`src/rtl/threadbrain_pkg.sv`:
```
// Shared threadbrain definitions: instruction width, opcode encodings and the
// default instruction address width. The fetch stage and the ALU both import
// this package so the two agree on what a NOP and a HALT look like.
package threadbrain_pkg;

  localparam int INS_W      = 16;
  localparam int ADDR_W_DEF = 12;

  localparam logic [3:0] OP_NOP   = 4'h0;
  localparam logic [3:0] OP_PLUS  = 4'h1;
  localparam logic [3:0] OP_MINUS = 4'h2;
  localparam logic [3:0] OP_INC   = 4'h3;
  localparam logic [3:0] OP_DEC   = 4'h4;
  localparam logic [3:0] OP_BRZ   = 4'h5;
  localparam logic [3:0] OP_HALT  = 4'hF;

  // Bubble inserted whenever no real instruction is presented to the ALU.
  localparam logic [INS_W-1:0] NOP_INS = 16'h0000;

  function automatic logic [3:0] opcode_of(input logic [INS_W-1:0] ins);
    return ins[INS_W-1:INS_W-4];
  endfunction

endpackage

```
`src/rtl/bf_fetch.sv`:
```
// Instruction fetch stage feeding the ALU. One synchronous imem read per
// cycle, two-cycle branch penalty with same-cycle squash of the instruction
// behind the branch, and a short drain window after HALT during which an
// older branch can still pull the core back into RUN.
//
// state     | meaning
// ----------+-----------------------------------------------------------
// ST_RUN    | fetching sequentially, one read per cycle
// ST_DRAIN  | HALT captured; waiting two cycles for a cancelling branch
// ST_HALTED | fetch stopped until reset; branches ignored
module bf_fetch
  import threadbrain_pkg::*;
#(
  parameter int                ADDR_W   = ADDR_W_DEF,
  parameter logic [ADDR_W-1:0] RESET_PC = '0
) (
  input  logic              clk,
  input  logic              rst_n,
  output logic [ADDR_W-1:0] imem_addr,
  output logic              imem_en,
  input  logic [INS_W-1:0]  imem_rdata,
  input  logic              branch_en,
  input  logic [INS_W-1:0]  branch_val,
  output logic [INS_W-1:0]  ins_out,
  output logic              ins_valid,
  output logic [ADDR_W-1:0] ins_pc,
  output logic              halted
);

  localparam logic [1:0] ST_RUN    = 2'd0;
  localparam logic [1:0] ST_DRAIN  = 2'd1;
  localparam logic [1:0] ST_HALTED = 2'd2;

  logic [ADDR_W-1:0] pc_q, pc_d;
  logic              rd_pend_q, rd_pend_d;
  logic [ADDR_W-1:0] rd_pc_q, rd_pc_d;
  logic [INS_W-1:0]  ins_q, ins_d;
  logic              ins_v_q, ins_v_d;
  logic [ADDR_W-1:0] ins_pc_q, ins_pc_d;
  logic [1:0]        state_q, state_d;
  logic [1:0]        drain_cnt_q, drain_cnt_d;
  logic              halted_q, halted_d;

  logic              branch_live;
  logic              issue;
  logic              capture;
  logic              halt_seen;
  logic              branch_val_unused;

  // Only the low ADDR_W bits of the redirect target form an address.
  assign branch_val_unused = ^branch_val[INS_W-1:ADDR_W];

  // Read issue, capture qualification and HALT detection.
  always_comb begin
    branch_live = branch_en & (state_q != ST_HALTED);
    issue       = (state_q == ST_RUN) | ((state_q == ST_DRAIN) & branch_live);
    imem_addr   = branch_live ? branch_val[ADDR_W-1:0] : pc_q;
    // Reads returning in DRAIN were issued behind the HALT and are dropped.
    capture     = rd_pend_q & ~branch_live & (state_q == ST_RUN);
    halt_seen   = capture & (opcode_of(imem_rdata) == OP_HALT);
  end

  // Next-state for the PC, read tracking and the ALU-facing instruction.
  always_comb begin
    pc_d      = pc_q;
    rd_pend_d = issue;
    rd_pc_d   = rd_pc_q;
    ins_d     = NOP_INS;
    ins_v_d   = 1'b0;
    ins_pc_d  = ins_pc_q;
    if (issue) begin
      pc_d    = imem_addr + ADDR_W'(1);
      rd_pc_d = imem_addr;
    end
    if (capture) begin
      ins_d    = imem_rdata;
      ins_v_d  = 1'b1;
      ins_pc_d = rd_pc_q;
    end
  end

  // RUN / DRAIN / HALTED sequencing with the drain down-counter.
  always_comb begin
    state_d     = state_q;
    drain_cnt_d = drain_cnt_q;
    halted_d    = halted_q;
    case (state_q)
      ST_RUN: begin
        if (halt_seen) begin
          state_d     = ST_DRAIN;
          drain_cnt_d = 2'd2;
        end
      end
      ST_DRAIN: begin
        if (branch_live) begin
          state_d = ST_RUN;
        end else begin
          drain_cnt_d = drain_cnt_q - 2'd1;
          if (drain_cnt_q == 2'd1) begin
            state_d  = ST_HALTED;
            halted_d = 1'b1;
          end
        end
      end
      ST_HALTED: begin
        state_d = ST_HALTED;
      end
      default: begin
        state_d = ST_RUN;
      end
    endcase
  end

  // State registers; reset drops any in-flight read.
  always_ff @(posedge clk or negedge rst_n) begin
    if (!rst_n) begin
      pc_q        <= RESET_PC;
      rd_pend_q   <= 1'b0;
      rd_pc_q     <= '0;
      ins_q       <= NOP_INS;
      ins_v_q     <= 1'b0;
      ins_pc_q    <= '0;
      state_q     <= ST_RUN;
      drain_cnt_q <= 2'd0;
      halted_q    <= 1'b0;
    end else begin
      pc_q        <= pc_d;
      rd_pend_q   <= rd_pend_d;
      rd_pc_q     <= rd_pc_d;
      ins_q       <= ins_d;
      ins_v_q     <= ins_v_d;
      ins_pc_q    <= ins_pc_d;
      state_q     <= state_d;
      drain_cnt_q <= drain_cnt_d;
      halted_q    <= halted_d;
    end
  end

  // A redirect this cycle kills whatever sits behind the branch.
  always_comb begin
    imem_en   = issue;
    ins_out   = branch_live ? NOP_INS : ins_q;
    ins_valid = ins_v_q & ~branch_live;
    ins_pc    = ins_pc_q;
    halted    = halted_q;
  end

endmodule

```
`config.mk`:
```
export PLATFORM = sky130hd
export DESIGN_NAME = bf_fetch
export DESIGN_NICKNAME = d
export VERILOG_FILES = /design/src/rtl/threadbrain_pkg.sv /design/src/rtl/bf_fetch.sv
export SDC_FILE = /design/constraint.sdc
export NUM_CORES = 1
export LEC_CHECK = 0
export BUFFER_PORTS_ARGS = -buffer_cell sky130_fd_sc_hd__buf_2
export CAP_MARGIN = 10
export CORE_AREA = 2 2 68 87
export DETAILED_ROUTE_END_ITERATION = 6
export DIE_AREA = 0 0 70 89
export PLACE_DENSITY = 0.78
export SYNTH_ARGS = -nofsm -noshare
export SYNTH_HDL_FRONTEND = slang
export SYNTH_SLANG_ARGS = --single-unit
```
`constraint.sdc`:
```
create_clock -name clk -period 3 [get_ports clk]
set_input_delay 0.45 -clock clk [delete_from_list [all_inputs] [get_ports clk]]
set_output_delay 0.45 -clock clk [all_outputs]
set_load 0.05 [all_outputs]
```
# After elaboration in Yosys (flattened, before gate mapping)
# Index checks and enable logic that the tools add are counted.
[word_totals]
in_bits = 35
word_cells = 43
regBits = 59
[classes]
bitwise = 8
mux = 11
reduce_logical = 5
add_sub_neg = 2
eq_ne = 8
[op_table]
columns = ["operator", "n"]
rows = [
  ["$mux W16", 2],
  ["$add A12 B1 Y12 const B", 1],
  ["$mux W12", 1],
  ["$mux W2", 5],
  ["$and A1 B1 Y1", 6],
  ["$ne A2 B2 Y1 const B", 3],
  ["$pmux W2 S3", 1],
  ["$reduce_and A3 Y1", 2],
  ["$eq A2 B1 Y1 const B", 2],
  ["$eq A4 B4 Y1 const B", 1],
  ["$pmux W2 S2", 1],
  ["$ne A3 B2 Y1 const B", 1],
  ["$eq A2 B2 Y1 const B", 1],
  ["$logic_not A2 Y1", 1],
  ["$reduce_and A2 Y1", 1],
  ["$reduce_bool A2 Y1", 1],
  ["$sub A2 B1 Y2 const B", 1],
  ["$mux W1", 1],
  ["$not A1 Y1", 1],
  ["$or A1 B1 Y1", 1],
]

# Longest topological paths before layout
[logic_depth]
depth_word = 8
ltp_mapped = 12
mapped_depth_nobuf = 10

# Least setup slack after synthesis
# OpenSTA, ideal clock, no wires.
[synth_path]
path_type = "input to register"
startpoint = "input branch_en"
endpoint = "register pc_q[8]"
path_stages = 12
setup_slack_ps = 192
arrival_ps = 2683
cell_sequence = "buf_2 -> inv_1 -> nor2_1 -> buf_2 -> nand2_1 -> nand2_1 -> ha_1 -> inv_1 -> or2_2 -> o22ai_1 -> a211o_1 -> nand3_1"
[synth_via]
elab_chain_len = 3
elab_cells_between_ends = 5
cone_classes = "add/sub: 1; mux: 1; bitwise: 3"
[synth_rtl]
columns = ["element", "line_no", "source"]
rows = [
  ["from (decl)", "bf_fetch.sv:22", "input logic branch_en,"],
  ["$and A1 B1 Y1", "bf_fetch.sv:55", "branch_live = branch_en & (state_q != ST_HALTED);"],
  ["$mux W12", "bf_fetch.sv:57", "imem_addr = branch_live ? branch_val[ADDR_W-1:0] : pc_q;"],
  ["named net imem_addr[1]", "bf_fetch.sv:19", "output logic [ADDR_W-1:0] imem_addr,"],
  ["$add A12 B1 Y12", "bf_fetch.sv:72", "pc_d = imem_addr + ADDR_W'(1);"],
  ["to (signal assigned)", "bf_fetch.sv:127", "pc_q <= pc_d;"],
  ["to (decl)", "bf_fetch.sv:34", "logic [ADDR_W-1:0] pc_q, pc_d;"],
]
# The timed path passes the listed nets, and every way through them passes these cells.
# A chain may end at the register's enable or synchronous reset.

# Worst setup path after layout
[layout_path]
startpoint = "register state_q[0]"
endpoint = "output imem_addr[7]"
[layout_via]
elab_chain_len = 3
[layout_rtl]
columns = ["element", "line_no", "source"]
rows = [
  ["from (decl)", "bf_fetch.sv:40", "logic [1:0] state_q, state_d;"],
  ["from (signal assigned)", "bf_fetch.sv:133", "state_q <= state_d;"],
  ["$ne A2 B2 Y1", "bf_fetch.sv:55", ""],
  ["$and A1 B1 Y1", "bf_fetch.sv:55", ""],
  ["$mux W12", "bf_fetch.sv:57", ""],
  ["to (decl)", "bf_fetch.sv:19", ""],
]
# Every way passes these cells.

==> qor.csv <==
stage;metric;value;unit
outcome;status;completed;
yosys;seq_area_frac_synth;53.98;%
yosys;synth_cell_types;39;
grt;antenna_found_initial;0;
die;core_area;5330;um2
yosys;synth_top_family_by_area;simple AND/OR/NAND/NOR gates;
critical_path;cp_max_fo;29;
die;initial_utilization;51.31;%
timing;finalCritPeriodShare;87.13;%
clock_network;post_cts_buffers;0;
clock_network;cts.clk_slew.worst_paths;0.07;ns
die;die_y;89;um
route;wirelength;6.001;mm
critical_path;cpMaxStageDelayCell;mux2_2;
critical_path;worstSetupPathType;flip-flop to output port;
critical_path;critPathRequiredTime;2.55;ns
layout;fillers;459;
route;met2WireLength;3.138;mm
critical_path;path_buf_inv;2;
critical_path;cp.arrival;2.16;ns
route;wl_met3;277;um
yosys;muxShareOfSynthArea;9.012;%
grt;grt.total_usage;20.53;%
critical_path;end_kind;output port;
route;wl_per_cell;14.57;um
power;pwr_density_cell;551.3;nW/um2
route;dr.max_layer_used;met4;
layout;diodes;0;
route;vias;2183;
timing;finalClockSkew;0.007718;ns
flow_run;cap_violations;0;
yosys;synth_nets;303;
die;num_rows;30;
layout;multi_input_area;1171;um2
power;power;0.001890;W
critical_path;cp_top_family;buffers and inverters;
timing;setup_viol;0;
clock_network;ctsResizeCount;0;
critical_path;crit_path_max_incr_delay;0.43;ns
grt;grt_start_max_net_pins;45;
timing;rsz0062_at_grt;false;
route;vias_per_cell;5.299;
clock_network;holdBufCountCts;0;
yosys;synthAdderAreaFrac;0.9149;%
timing;finalMaxSlewViolations;0;
yosys;syn_avg_cell_area;10.28;um2
die;die_width;70;um
power;ir_drop;363.8;uV
clock_network;cts_max_path_buffers;2;
place;gp_congestion;0.8275;
route;drt_iter0_drc;88;
clock_network;clk_latency;0.34;ns
grt;gr-total-overflow;0;
layout;area_delta_synth_final;25.34;%
timing;finalHoldViolCount;0;
power;leakagePower;1.819;nW
yosys;yosys.area_share.xor_xnor;2.242;%
route;dr.pass1.iters;4;
grt;grt_pass1_vias;2147;
clock_network;cts_inserted_buffers;9;
clock_network;htreeDepth;3;
timing;tightest_slew;0.9738;ns
yosys;syn_inst;266;
min_path;hold_class;input port to async pin;
layout;drive_above_1_share;34.77;%
critical_path;cp-start-kind;flip-flop;
timing;tns;0;ns
route;drt-met1-wl;2.461;mm
clock_network;clock-sinks;59;
route;detail-route-antenna-nets;0;
grt;grt_first_pass_wirelength;9.846;mm
timing;slew_headroom;35.08;%
place;dpl.hpwl;4.157;mm
timing;max_freq;382.6;MHz
die;ios;78;
clock_network;tritoncts;done;
yosys;synth-compound-area-share;9.103;%
die;die-area;6230;um2
yosys;synth_area;2735;um2
yosys;yosysWarnings;0;
layout;seqCellArea;1476;um2
yosys;synth-simple-area-share;21.32;%
route;drc_errors;0;
yosys;ys_ff_latch;59;
critical_path;crit_chain;nand2b_1 -> nand2_1 -> buf_4 -> mux2_2 -> buf_2;
layout;fin_nets;380;
timing;layout_min_cycle_time;2.614;ns
clock_network;cts-root-buf;clkbuf_8;
place;portBuffers;73;
-- cell type report --
cell class / instances / share of cell area (%)
repair buffers: 79 / 11.97
clock inverters: 4 / 2.774
multi-input cells: 186 / 34.16
inverters: 8 / 0.8759
well taps: 64 / 2.336
clock buffers: 12 / 4.818
flip-flops and latches: 59 / 43.07
-- where the power goes --
group / switching (W) / internal, W / total [W]
combinational: 0.0000924 / 0.0000434 / 0.000136
sequential: 0.0000154 / 0.000810 / 0.000826
clock: 0.000310 / 0.000618 / 0.000929
-- kinds of logic after synthesis --
family          count (synthesis)
compound gates                 38
xor+xnor                        7
fa+ha+maj                       2
buf+inv                        21
flops                          59
mux                            22
simple gates                  117
-- per-stage QoR --
stage	utilization (%)	area [um2]	hold slack, ns	cells	setup slack [ns]
after global placement	59.44	3168	0.4568	396	0.4118
final	64.32	3428	0.2628	412	0.3861
after global routing	64.32	3428	0.3045	412	0.1651
after floorplan	-	2735	0.1544	266	0.1924
after detailed placement	59.44	3168	0.4642	396	0.3032
after CTS	64.32	3428	0.2866	412	0.3552
-- Yosys cell counts, drive strengths merged --
cell     number  area share, %
or2           2           0.46
nand2        51            7.0
a21o          1           0.32
nand2b        1           0.23
and3          4           0.91
ha            2           0.91
clkbuf        5           0.69
a22o          1           0.32
dfrtp        59             54
o22ai         3           0.69
o21ai        13            2.4
mux2i         1           0.37
and4          1           0.32
a211o         2           0.64
nor2          6           0.82
xnor2         4            1.3
and2b         1           0.32
nor4b         1           0.32
inv           8            1.1
o2bb2a        1           0.37
a2bb2oi       1           0.32
nand4         5            1.1
o22a          1           0.32
a21oi         6            1.1
mux2         21            8.6
a31oi         3           0.69
nor3          3           0.55
buf           8            1.6
and2         34            7.8
o2111ai       2           0.64
xor2          3           0.96
nand3         8            1.5
a222oi        1           0.37
o21bai        1           0.27
a2111o        1           0.41
o21a          1           0.27
-- cell usage in the layout (no fill, tap or decap), types with 2 or more instances in the layout --
master and count:
nand2_1 51, ha_1 2, and2_1 34, and3_1 4, mux2_2 21, or2_2 2
o21ai_0 12, a21oi_1 6, nand3_1 8, o2111ai_1 2, a211o_1 2, buf_2 73
a31oi_1 3, nor2_1 6, bufinv_16 3, nor3_1 3, xor2_1 3, o22ai_1 3
buf_4 6, inv_1 8, dfrtp_1 59, nand4_1 5, xnor2_1 4, clkbuf_8 12
-- routing by layer --
metal / global-route usage [%] / vias up
li1: - / 1054
met1: 24.17 / 1071
met2: 34.89 / 48
met3: 6.539 / 10
met4: 9.091 / 0
met5: 0 / -
-- worst paths after layout --
| kind | cells after the start | slack, ns | startpoint | end |
|---|---|---|---|---|
| max in group asynchronous | 2 | 2.04 | rst_n | ins_q[6] |
| max | 5 | 0.39 | state_q[0] | imem_addr[7] |
| min reg2reg | 2 | 0.48 | rd_pc_q[9] | rd_pc_q[9] |
| min in group clk | 2 | 0.31 | imem_rdata[4] | ins_q[4] |
| max reg2reg | 9 | 0.40 | state_q[1] | pc_q[10] |
| min | 1 | 0.26 | rst_n | ins_q[2] |
-- registers in the layout, summed over array words and instances, names as in the netlist --
name,flops
state_q,2
drain_cnt_q,2
ins_pc,12
rd_pend_q,1
rd_pc_q,12
pc_q,12
ins_q,16
ins_v_q,1
halted,1
No activity file was read; power rests on OpenSTA's default activity.
